`config.mk`:
```
export PLATFORM = sky130hd
export DESIGN_NAME = serial_mcand_reg
export DESIGN_NICKNAME = d
export VERILOG_FILES = /design/src/rtl/serial_mcand_reg.sv
export SDC_FILE = /design/constraint.sdc
export NUM_CORES = 1
export LEC_CHECK = 0
export ABC_AREA = 0
export ABC_CLOCK_PERIOD_IN_PS = 2250
export CORE_UTILIZATION = 58
export DETAILED_ROUTE_END_ITERATION = 12
export PLACE_DENSITY = 0.82
export SLEW_MARGIN = 20
export SYNTH_ARGS = -nofsm -noshare
export SYNTH_HDL_FRONTEND = slang
export SYNTH_SLANG_ARGS = --single-unit
export TNS_END_PERCENT = 5
```
`constraint.sdc`:
```
create_clock -name i_clk -period 2.25 [get_ports i_clk]
set_input_delay 0.225 -clock i_clk [delete_from_list [all_inputs] [get_ports i_clk]]
set_output_delay 0.225 -clock i_clk [all_outputs]
set_load 0.01 [all_outputs]
```
`src/rtl/serial_mcand_reg.sv`:
```
// Serial multiplicand store: bit-serial LSB-first capture from mib, hold, and replay (optionally negated) once per minor cycle.
// First digit appears on the first word_sync strobe after a request; optional parity check under MCAND_PARITY_EN.
module serial_mcand_reg #(
  parameter int WORD_BITS  = 35,
  parameter int SHORT_BITS = 17
) (
  input  logic i_clk,
  input  logic i_rst_n,
  input  logic i_digit_strobe,
  input  logic i_word_sync,
  input  logic i_load_req,
  input  logic i_long_mode,
  input  logic i_neg_mode,
  input  logic i_emit_req,
  input  logic i_clear_req,
  input  logic i_mib,
`ifdef MCAND_PARITY_EN
  input  logic i_mib_par,
  output logic o_parity_err,
`endif
  output logic o_mcand,
  output logic o_mcand_valid,
  output logic o_loaded,
  output logic o_busy
);
  localparam int CW = $clog2(WORD_BITS);

  typedef enum logic [2:0] {
    S_IDLE, S_ARM_LOAD, S_LOAD, S_HOLD, S_ARM_EMIT, S_EMIT
  } state_t;

  state_t               r_state, w_state_nxt;
  logic [WORD_BITS-1:0] r_word;
  logic [CW-1:0]        r_cnt;
  logic                 r_long, r_neg, r_seen_one;
  logic                 r_mcand, r_mcand_valid, r_loaded;

  logic          w_sync_strobe, w_cur_bit;
  logic          w_accept_load, w_accept_emit;
  logic          w_cap, w_cap_last, w_shift_out, w_emit_last;
  logic [CW-1:0] w_last_cap;

  assign w_sync_strobe = i_digit_strobe & i_word_sync;
  assign w_cur_bit     = r_word[r_cnt];
  assign w_last_cap    = r_long ? CW'(WORD_BITS - 1) : CW'(SHORT_BITS - 1);

  always_ff @(posedge i_clk) begin
    if (!i_rst_n) r_state <= S_IDLE;
    else          r_state <= w_state_nxt;
  end

  always_comb begin
    w_state_nxt   = r_state;
    w_accept_load = 1'b0;
    w_accept_emit = 1'b0;
    w_cap         = 1'b0;
    w_cap_last    = 1'b0;
    w_shift_out   = 1'b0;
    w_emit_last   = 1'b0;
    if (i_clear_req) begin
      w_state_nxt = S_IDLE;
    end else begin
      case (r_state)
        S_IDLE: begin
          if (i_load_req) begin
            w_accept_load = 1'b1;
            w_state_nxt   = S_ARM_LOAD;
          end
        end
        S_HOLD: begin
          if (i_load_req) begin
            w_accept_load = 1'b1;
            w_state_nxt   = S_ARM_LOAD;
          end else if (i_emit_req && r_loaded) begin
            w_accept_emit = 1'b1;
            w_state_nxt   = S_ARM_EMIT;
          end
        end
        S_ARM_LOAD: begin
          if (w_sync_strobe) begin
            w_cap       = 1'b1;
            w_state_nxt = S_LOAD;
          end
        end
        S_LOAD: begin
          // word_sync is deliberately ignored here; only the counter ends the capture
          if (i_digit_strobe) begin
            w_cap = 1'b1;
            if (r_cnt == w_last_cap) begin
              w_cap_last  = 1'b1;
              w_state_nxt = S_HOLD;
            end
          end
        end
        S_ARM_EMIT: begin
          if (w_sync_strobe) begin
            w_shift_out = 1'b1;
            w_state_nxt = S_EMIT;
          end
        end
        S_EMIT: begin
          if (i_digit_strobe) begin
            w_shift_out = 1'b1;
            if (r_cnt == CW'(WORD_BITS - 1)) begin
              w_emit_last = 1'b1;
              w_state_nxt = S_HOLD;
            end
          end
        end
        default: w_state_nxt = S_IDLE;
      endcase
    end
  end

  always_ff @(posedge i_clk) begin
    if (!i_rst_n) begin
      r_word        <= '0;
      r_cnt         <= '0;
      r_long        <= 1'b0;
      r_neg         <= 1'b0;
      r_seen_one    <= 1'b0;
      r_mcand       <= 1'b0;
      r_mcand_valid <= 1'b0;
      r_loaded      <= 1'b0;
    end else if (i_clear_req) begin
      r_word        <= '0;
      r_cnt         <= '0;
      r_mcand       <= 1'b0;
      r_mcand_valid <= 1'b0;
      r_loaded      <= 1'b0;
    end else begin
      if (w_accept_load) begin
        r_long   <= i_long_mode;
        r_loaded <= 1'b0;
        r_cnt    <= '0;
      end
      if (w_accept_emit) begin
        r_neg      <= i_neg_mode;
        r_seen_one <= 1'b0;
        r_cnt      <= '0;
      end
      if (w_cap) begin
        r_word[r_cnt] <= i_mib;
        r_cnt         <= r_cnt + 1'b1;
        if (w_cap_last) begin
          r_loaded <= 1'b1;
          r_cnt    <= '0;
          if (!r_long) begin
            for (int i = SHORT_BITS; i < WORD_BITS; i++) r_word[i] <= i_mib;
          end
        end
      end
      // Two's complement on the fly: invert every bit after the first 1 seen
      if (i_digit_strobe) begin
        r_mcand       <= w_shift_out & (w_cur_bit ^ (r_neg & r_seen_one));
        r_mcand_valid <= w_shift_out;
      end
      if (w_shift_out) begin
        r_seen_one <= r_seen_one | w_cur_bit;
        r_cnt      <= w_emit_last ? '0 : r_cnt + 1'b1;
      end
    end
  end

`ifdef MCAND_PARITY_EN
  logic r_par, r_parity_err;

  always_ff @(posedge i_clk) begin
    if (!i_rst_n) begin
      r_par        <= 1'b0;
      r_parity_err <= 1'b0;
    end else begin
      if (i_clear_req || w_accept_load) r_parity_err <= 1'b0;
      if (w_cap) begin
        r_par <= (r_cnt == '0) ? i_mib : (r_par ^ i_mib);
        if (w_cap_last) r_parity_err <= ((r_par ^ i_mib) != i_mib_par);
      end
    end
  end

  assign o_parity_err = r_parity_err;
`endif

  assign o_mcand       = r_mcand;
  assign o_mcand_valid = r_mcand_valid;
  assign o_loaded      = r_loaded;
  assign o_busy        = (r_state != S_IDLE) && (r_state != S_HOLD);
endmodule

```
### Yosys cells after proc, flatten, opt, wreduce, memory -nomap -nowiden

Index checks and enable logic that the tools add are counted.

* add/sub/neg operators: 1
* multiply operators: 0
* div/mod/pow operators: 0
* magnitude comparators: 2
* equality and inequality tests: 16
* shifts and indexed selects: 0
* mux-type cells: 50
* bitwise operators: 7
* reductions and logical operators: 13

Operator list (number)
* two-way mux 6 bit: 7
* two-way mux 18 bit: 2
* bitwise mux 35 bit: 1
* two-way mux 3 bit: 9
* two-way mux 1 bit: 26
* case mux 3 bit (6 select lines): 1
* != test 2 bit, second input constant: 7
* AND reduction 8 bit: 1
* < comparator 6 x 7 -> 1 bit, second input constant: 1
* adder 6 x 1 -> 6 bit, second input constant: 1
* binary-select mux 1 bit (select 6 bit): 1
* demux 1 bit (select 6 bit): 1
* == test 3 x 2 -> 1 bit, second input constant: 2
* == test 3 bit, second input constant: 2
* == test 6 bit: 1
* == test 6 bit, second input constant: 1
* greater-or-equal comparator 6 x 1 -> 1 bit, second input constant: 1
* AND reduction 2 bit: 3
* case mux 1 bit (2 select lines): 2
* nonzero test 4 bit: 1
* OR reduction 2 bit: 2
* AND 1 bit: 3
* == test 3 x 1 -> 1 bit, second input constant: 1
* logical AND 1 bit: 3
* other kinds (8): 9

* register bits: 50
* bits in latches: 0
* RAM bits: 0
* memory bits (read-only): 0
* word-level logic and storage cells: 98
* memories: 0

### Logic depth before layout (Yosys ltp)

* depth in word-level cells: 9
* depth in mapped cells: 9
* depth with buffers taken out: 7

### Worst setup path after synthesis

Ideal clock, no wire load.

* kind: register -> register
* start point: register r_cnt[5]
* end point: register r_state[1]
* setup time: 0.070 ns
* arrival time: 1.793 ns
* slack: 0.386 ns
* cell stages (with the launch flop): 8
* buffers on the path: 1
* clock period less this slack: 1.864 ns
* path through: dfxtp_1 buf_6 nor4b_2 o21ai_1 o41a_1 nor3_4 mux2_1 a21oi_1

* longest elaborated chain between the ends: 3
* elaborated cells on any way between the ends: 5

RTL lines
* start, declared: line 34 `logic [CW-1:0] r_cnt;`
* start signal, assigned: line 144 `r_cnt <= r_cnt + 1'b1;`
* start signal, assigned: line 160 `r_cnt <= w_emit_last ? '0 : r_cnt + 1'b1;`
* == test 6 bit, on equally long branches: line 104, 89
* != test 2 bit (no line)
* AND reduction 8 bit (no line) *
* end signal, assigned: line 49 `else r_state <= w_state_nxt;`
* end, declared: line 32 `state_t r_state, w_state_nxt;`

Every way passes the cells marked *; elsewhere a longest branch is shown, timed or not.
A chain may end at the register's enable or synchronous reset.

### Worst setup path after layout

* start point: register r_state[1]
* end point: output o_busy

* longest elaborated chain between the ends: 2
* elaborated cells on any way between the ends: 3

RTL lines
* != test 3 x 2 -> 1 bit / nonzero test 3 bit (equally long branches): line 187 `assign o_busy = (r_state != S_IDLE) && (r_state != S_HOLD);`
* logical AND 1 bit *: line 187
* end, declared: line 24 `output logic o_busy`

Marks and branches as above.

==> run metrics <==
Reg clk slew, reported paths 0.09 ns; Worst-Margin Slew 0.525 ns; Worst Hold Launch r_word[3]; Final Max Slew Viols 0; Crit Reg-Reg Startpoint r_cnt[2]; area delta synth->final 12.3%; net count reported at finish 396; Post-route DRC 0; FP Rows 25; Root Driver clkbuf_8; Hold EP r_word[3]; Register-to-Register Path Depth 6; Worst-Skew Late Latency 0.31 ns; Synth Net Count 381; number of global-route vias before repair 2458; Worst setup EP type primary output; crit-path max cell delay 0.54 ns; synthesized instance count 369; initial antenna violation count 0; Post-Syn Area 2960 sq um; Final period util 0.938; critical path type reg2out; CP cell instances nor2b_1 > or3_1 > clkdlybuf4s50_1; crit start category flop; Top delay family on crit path flip-flops; initial drt markers 164; Post-DRT Antenna Nets 0; Leakage 1.30 nW; Synthesis Warnings 0; H-tree depth 2; CTS buffer count 5; VDD IR max 0.427 mV; crit path launch r_state[1]; count of input and output buffers 13; DR WL/cell 15.5 microns; All-Layer GR Usage 0.277; Die Width 73.4 microns; RSZ-0062 raised after global routing no; slowest CP cell dfxtp_1; Final HPWL DP 4.83 mm; die height 73.4 microns; final hold vios 0; core footprint 4820 sq um; fin crit period 2.11 ns; Synth Register Bits 50; sequential fraction of the synthesis area 0.339; CTS max path bufs 2; CP Buf/Inv Count 1; drt pass-1 iters 5; fmax 0.474 GHz; Yosys cell types 60; largest net degree at the start of global routing 36; Mapped Avg Cell Area 8.01 sq um; hold crit path type reg2reg; layout cells sized above 1 0.122; slew margin rel. 0.649; critical path peak fanout 12; Cells on Worst Hold Path 2; Worst R2R End o_mcand; first-pass GRT wire length 11.5 mm; routability cong. 0.881; Final Util 0.689; total gr overflow 0; EDFF count, synth 0; clk_skew 0.00518 ns; Vias 2727; io pins 14; setup TNS 0 ns; crit path DAT 1.88 ns; R2R Setup Slk 0.14 ns; hold buffer count at CTS 0; top_reg_cell synth dfxtp_1; postcts setup bufs 0; Synth async-reset ratio 0; CP Data Required Time 2.03 ns; endpoints failing setup 0; Vias/cell 6.03; Antenna diodes 0; Initial Util 0.614; status complete, no violations; die area 5380 sq um; Detailed Route WL 7.02 mm; MaxCap Viol Count 0; PD cells 506 nW/um^2; CTS sink count 50; CTS tree done
-- worst min-delay path: stages, from the launching register on --
cell	delay [ns]
dfxtp_1	0.33
nand2_1	0.06
a21oi_1	0.05
-- kinds of logic (layout without fill, tap and decap cells) --
family	Yosys count	count (layout)	share of synthesized area
buf+inv	40	56	0.0648
compound gates	71	71	0.165
fa+ha+maj	3	3	0.0123
flops	50	50	0.339
mux	38	38	0.129
xor+xnor	5	5	0.0148
simple gates	162	162	0.275
-- where the power goes --
group	switching (W)	total (W)	internal, W	leakage, nW
Clock	0.000310	0.000642	0.000332	0.0514
Combinational	0.0000774	0.000139	0.0000614	0.845
Sequential	0.0000110	0.000899	0.000888	0.404
Total	0.000398	0.00168	0.00128	1.30
-- metrics by stage --
step | hold slack [ns] | power (W) | std cells | cell area, sq um | worst slack (ns)
2_1_floorplan | 0.353 | 0.00101 | 369 | 2960 | 0.386
3_3_place_gp | 0.453 | 0.00105 | 444 | 3210 | 0.111
3_5_place_dp | 0.457 | 0.00106 | 444 | 3210 | 0.0974
4_1_cts | 0.469 | 0.00168 | 452 | 3320 | 0.0404
5_1_grt | 0.509 | 0.00175 | 452 | 3320 | 0.0262
6_report | 0.477 | 0.00168 | 452 | 3320 | 0.141
-- what timing repair did --
action | in CTS | in global routing
hold endpoints to repair | 0 | 0
gates resized for setup | 0 | 2
setup endpoints to repair | 0 | 3
-- layout by cell type, fill, tap and decap left out, drive strengths merged, types with 2 or more instances in the layout --
cell type      count
and2               3
o311ai             3
nand3             17
or3                2
nor4b              4
dfxtp             50
o21ai             24
clkdlybuf4s50     13
nor2              60
nor4               3
mux2i             37
nand2             28
buf               26
clkbuf             6
nand4              3
o2bb2a             2
inv                9
a211oi             6
o211ai             2
a221oi             4
ha                 2
xnor2              5
a221o              2
nand2b             6
nor2b             13
or2                2
o2bb2ai            2
a21oi             15
nor3              11
and3               5
-- worst max-delay path by stage --
stage / end / cells after the start
3_3_place_gp: r_state[1] / 6
6_report: o_busy / 3
4_1_cts: r_seen_one / 6
5_1_grt: o_busy / 3
2_1_floorplan: r_state[1] / 7
3_5_place_dp: r_state[1] / 6
-- registers in the layout (all words and copies together), names as in the netlist --
signal         cells
o_mcand            1
o_mcand_valid      1
r_word            35
r_seen_one         1
r_neg              1
r_long             1
o_loaded           1
r_state            3
r_cnt              6
-- per-layer routing --
| metal | vias to the layer above | track usage | wire [microns] |
|---|---|---|---|
| li1 | 1326 | - | - |
| met1 | 1305 | 0.352 | 3180 |
| met2 | 80 | 0.473 | 3390 |
| met3 | 16 | 0.0466 | 310 |
| met4 | 0 | 0.0962 | 142 |
| met5 | - | 0 | 0 |
-- Yosys cell counts, drive strengths merged (5+ instances only) --
| library cell | n | area share |
|---|---|---|
| a211oi | 6 | 0.021 |
| a21oi | 15 | 0.025 |
| and3 | 5 | 0.011 |
| buf | 17 | 0.035 |
| clkbuf | 14 | 0.018 |
| dfxtp | 50 | 0.34 |
| inv | 9 | 0.011 |
| mux2i | 37 | 0.13 |
| nand2 | 28 | 0.036 |
| nand2b | 6 | 0.013 |
| nand3 | 17 | 0.029 |
| nor2 | 60 | 0.077 |
| nor2b | 13 | 0.028 |
| nor3 | 11 | 0.022 |
| o21ai | 24 | 0.042 |
| xnor2 | 5 | 0.015 |
-- area by class of cell --
cell class / count / area, sq um
Multi-Input combinational cell: 279 / 1760
Fill cell: 416 / 1500
Sequential cell: 50 / 1000
Timing Repair Buffer: 39 / 325
Tap cell: 67 / 83.8
Clock buffer: 6 / 72.6
Clock inverter: 2 / 37.5
Inverter: 9 / 33.8
(Power assumes the default switching activity.)
==> RTL edit 1 (config.mk and constraints unchanged) <==
The option `MCAND_PARITY_EN` is turned on by a define.
--- a/src/rtl/serial_mcand_reg.sv
+++ b/src/rtl/serial_mcand_reg.sv
@@ -2,2 +2,4 @@
 // First digit appears on the first word_sync strobe after a request; optional parity check under MCAND_PARITY_EN.
+`define MCAND_PARITY_EN
+
 module serial_mcand_reg #(
Interface: changed (added i_mib_par and o_parity_err); port bits go from 14 to 16. The function was not compared with the original's and may differ.
==> RTL edit 1 against the unedited design <==
- cell area up 7.5%
- setup slack worse by 0.018 ns
- total power down 1.2%
- wire length up 5.3%
- combinational power up 12%
- sequential power up 3.2%
- global-route usage up 0.17 points
- clock power down 10%
- sequential cell count up 2
- synthesized area up 3.9%
- critical path type is now register to register
- highest routed layer unchanged
==> RTL edit 1: results (changes against the unedited design) <==
slowest CP cell=or4b_1 (was dfxtp_1); EDFF count, synth=0 (unchanged); worst-path fanout max=8 (was 12); DR WL/cell=15.8 µm (was 15.5 µm); post_cts resized=0 (unchanged); Min-Delay Startpoint=o_loaded (was r_word[3]); worst stage delay on the critical path=0.48 ns (was 0.54 ns); root buffer cell=clkbuf_8 (unchanged); VDD IR max=370 µV (was 427 µV); All-Layer GR Usage=27.8% (was 27.7%); status=completed (unchanged); clock share of power=34.7% (was 38.2%); GR Util met3=4.82% (was 4.66%); Synth Area in Compound Gates=16.3% (was 16.5%); Post-Syn Nets=384 (was 381); post-synthesis mux area share=15.8% (was 12.9%); drt drc=0 (unchanged); WP data arrival=2.33 ns (was 1.88 ns); share of power burned in combinational logic=9.4% (was 8.3%); met3 WL=376 µm (was 310 µm); WL met1=3170 µm (was 3180 µm); Pre-antenna DRT Iters=4 (was 5); Hold Path Class=register to register (unchanged); via count=2798 (was 2727); synth cell count leaders=56 x nor2_1, 52 x dfxtp_1, 44 x mux2i_1 (was 59 x nor2_1, 50 x dfxtp_1, 37 x mux2i_1); Seq/Total Area, Yosys=33.9% (about the same); clock tree buffer depth=2 (unchanged); Antenna Cells=0 (unchanged); first-pass GRT wire length=11900 µm (was 11500 µm); Synth Area in XOR/XNOR=2.00% (was 1.48%); PortBufs=15 (was 13); Nets=413 (was 396); initial DRC count=174 (was 164); vias in the first global route=2681 (was 2458); Synth Area in Adders=1.22% (was 1.23%); r2r setup slk=0.12 ns (was 0.14 ns); largest net degree at the start of global routing=29 (was 36); share of cells above drive strength 1=18.0% (was 12.2%); met1 Usage GRT=33.6% (was 35.2%); clk_skew=0.00714 ns (was 0.00518 ns); R2R cell count=7 (was 6); Largest regs=r_word x35, r_cnt x6, r_state x3 (unchanged); Max transition margin=68.2% (was 64.9%); hpwl dp=5230 µm (was 4830 µm); Routability Congestion=0.865 (was 0.881); WHS Endpoint=o_loaded (was r_word[3]); Hold Path Depth=2 (unchanged); cell family with most CP delay=simple AND/OR/NAND/NOR gates (was flip-flops); Num CTS Buffers=5 (unchanged); YS warnings=0 (unchanged); Power Dens Cells=465 nW/µm² (was 506 nW/µm²); clock latency on the worst-skew pair=0.30 ns; met2 Track Usage GR=48.1% (was 47.3%); Crit. Startpoint=r_state[0] (was r_state[1]); met2 wire length=3670 µm (was 3390 µm); top cells by area, synth=dfxtp_1 34%, mux2i_1 14%, nor2_1 6.8% (was dfxtp_1 34%, mux2i_1 13%, nor2_1 7.5%); number of distinct library cells after synthesis=57 (was 60); Setup crit end=r_word[9] (was o_busy); Leakage=1.20 nW (was 1.30 nW); Cell Int Power=1.27 mW (was 1.28 mW)
## RTL edit 1: changes by cell type after synthesis, moves of 4 or more
cell and change:
a21oi_2 +11, a221oi_1 -4, a311oi_1 +4, buf_1 +5, inv_1 -7, mux2i_1 +7
nand2_1 +9, nand3_1 -6, nor2b_1 -5, nor3_1 -6, nor3b_1 +4, nor4_2 +4
o21ai_0 -14, xor2_1 +5
## RTL edit 1: metrics by stage
stage	cell area, µm²	cells	utilization, %	hold WS (ns)	worst slack (ns)
global placement	3470	462	68.0	0.457	-0.0755
detailed placement	3470	462	68.0	0.471	-0.145
floorplan	3070	370	-	0.353	0.201
finish	3570	469	69.9	0.482	0.123
global route	3570	469	69.9	0.508	0.0180
CTS	3570	469	69.9	0.485	0.125
## RTL edit 1: layout make-up
type	count	area [µm²]
multi-input cells	282	1880
clock buffers	7	96.3
repair buffers	53	448
inverters	5	18.8
well taps	70	87.6
fillers	441	1540
flip-flops and latches	52	1040
==> RTL edit 2 (same settings) <==
Made on the original files. One comparison of `r_cnt` changes from == to >=.
--- a/src/rtl/serial_mcand_reg.sv
+++ b/src/rtl/serial_mcand_reg.sv
@@ -103,3 +103,3 @@
             w_shift_out = 1'b1;
-            if (r_cnt == CW'(WORD_BITS - 1)) begin
+            if (r_cnt >= CW'(WORD_BITS - 1)) begin
               w_emit_last = 1'b1;
Function: same outputs for any inputs over 10 cycles, from zero or initial values and one cycle with i_rst_n low; that may be too few to reach the edited logic, so the function may still have changed.
==> RTL edit 2 against the unedited design <==
- cell area about the same
- setup slack better by 0.0090 ns
- synthesized area down 1.4%
- clock skew up 0.0017 ns
- wire length down 1.2%
- total power down 1.4%
- synthesized cell count down 3.3%
- first-iteration DRC count up 35%
- sequential cell count unchanged
- critical path type is now register to register
- largest power group unchanged
==> RTL edit 2: results (changes against the unedited design) <==
Pre-antenna DRT Iters=5 (unchanged); post-synthesis mux area share=14.1% (was 12.9%); cell count after synthesis=357 (was 369); slowest CP cell=dfxtp_1 (unchanged); initial DRC count=221 (was 164); top cells by area, synth=dfxtp_1 34%, mux2i_1 14%, nand2_1 5.7% (was dfxtp_1 34%, mux2i_1 13%, nor2_1 7.5%); VDD IR max=441 µV (was 427 µV); Nets=391 (was 396); R2R cell count=7 (was 6); WL final=6940 µm (was 7020 µm); Hold Path Class=register to register (unchanged); largest net degree at the start of global routing=25 (was 36); FILL cells=380 (was 416); vias per cell=6.02 (was 6.03); cell family with most CP delay=compound AO/OA/AOI/OAI gates (was flip-flops); worst stage delay on the critical path=0.47 ns (was 0.54 ns); placed instance count=439 (was 444); first-pass GRT wire length=11600 µm (was 11500 µm); clk_skew=0.00685 ns (was 0.00518 ns); setup slack at placement=0.0487 ns (was 0.0974 ns); Hold Slack=0.467 ns (was 0.477 ns); Routability Congestion=0.891 (was 0.881); All-Layer GR Usage=28.4% (was 27.7%); DP Area=3220 µm² (was 3210 µm²); via count=2690 (was 2727); final period utilization=93.4% (was 93.8%); Seq/Total Area, Yosys=34.3% (was 33.9%); share of cells above drive strength 1=13.4% (was 12.2%); root buffer cell=clkbuf_8 (unchanged); WP data arrival=2.34 ns (was 1.88 ns); vias in the first global route=2522 (was 2458); hpwl dp=5010 µm (was 4830 µm); Max transition margin=64.8% (was 64.9%); Synth Area in Compound Gates=16.2% (was 16.5%); number of distinct library cells after synthesis=59 (was 60); status=completed (unchanged); Largest regs=r_word x35, r_cnt x6, r_state x3 (unchanged); synth cell count leaders=50 x dfxtp_1, 44 x nand2_1, 44 x nor2_1 (was 59 x nor2_1, 50 x dfxtp_1, 37 x mux2i_1); Synth Area in Adders=0.859% (was 1.23%); Post-Syn Nets=369 (was 381); H-tree levels=2 (unchanged); Synth Area in XOR/XNOR=1.80% (was 1.48%); initial antenna violation count=0 (unchanged); Leakage=1.13 nW (was 1.30 nW)
## RTL edit 2: cell types whose count changed after synthesis, sizes merged, moves of 4 or more
cell    unedited run  this run
o21ai             24         4
nor2              60        46
nor3              11         5
nand2b             6         2
a21oi             15        34
nand3             17        24
nand2             28        44
## RTL edit 2: final cells by class
type | count | area (µm²) | share of cell area [%]
repair buffers | 43 | 368 | 11.1
multi-input cells | 272 | 1740 | 52.3
clock buffers | 7 | 76.3 | 2.30
flip-flops and latches | 50 | 1000 | 30.1
well taps | 67 | 83.8 | 2.52
inverters | 7 | 26.3 | 0.791
clock inverters | 1 | 30.0 | 0.904
## RTL edit 2: metal layers
metal | GRT usage [%] | part of all wire (%)
met3 | 5.80 | 6.1
met1 | 37.7 | 45
met2 | 44.1 | 46
met4 | 14.2 | 3.5
met5 | 0 | 0
## RTL edit 2: power by group
part	switching (mW)	total, mW	internal [mW]
logic	0.0848	0.147	0.0624
clock network	0.279	0.612	0.333
registers	0.00904	0.897	0.888
## RTL edit 2: cell families (layout without fill, tap and decap cells)
| logic type | after synthesis | count (layout) |
|---|---|---|
| AO/OA/AOI/OAI | 69 | 69 |
| XOR/XNOR | 6 | 6 |
| adder cells (fa/ha/maj) | 2 | 2 |
| buffers and inverters | 35 | 58 |
| flip-flops | 50 | 50 |
| multiplexers | 41 | 41 |
| AND/OR/NAND/NOR | 154 | 154 |
## RTL edit 2: worst paths after layout
path,startpoint,endpoint
min,r_word[1],r_word[1]
max,r_cnt[1],r_state[0]
max reg2reg,r_cnt[1],r_state[0]
min reg2reg,r_word[1],r_word[1]
## RTL edit 2: worst register-to-register path, cell delays in order, from the launching register on
cell      delay, ns
dfxtp_1        0.47
buf_4          0.26
nor4b_2        0.39
o211ai_1       0.17
a21oi_2        0.21
o32ai_4        0.14
a211o_1        0.28
a21oi_1        0.11
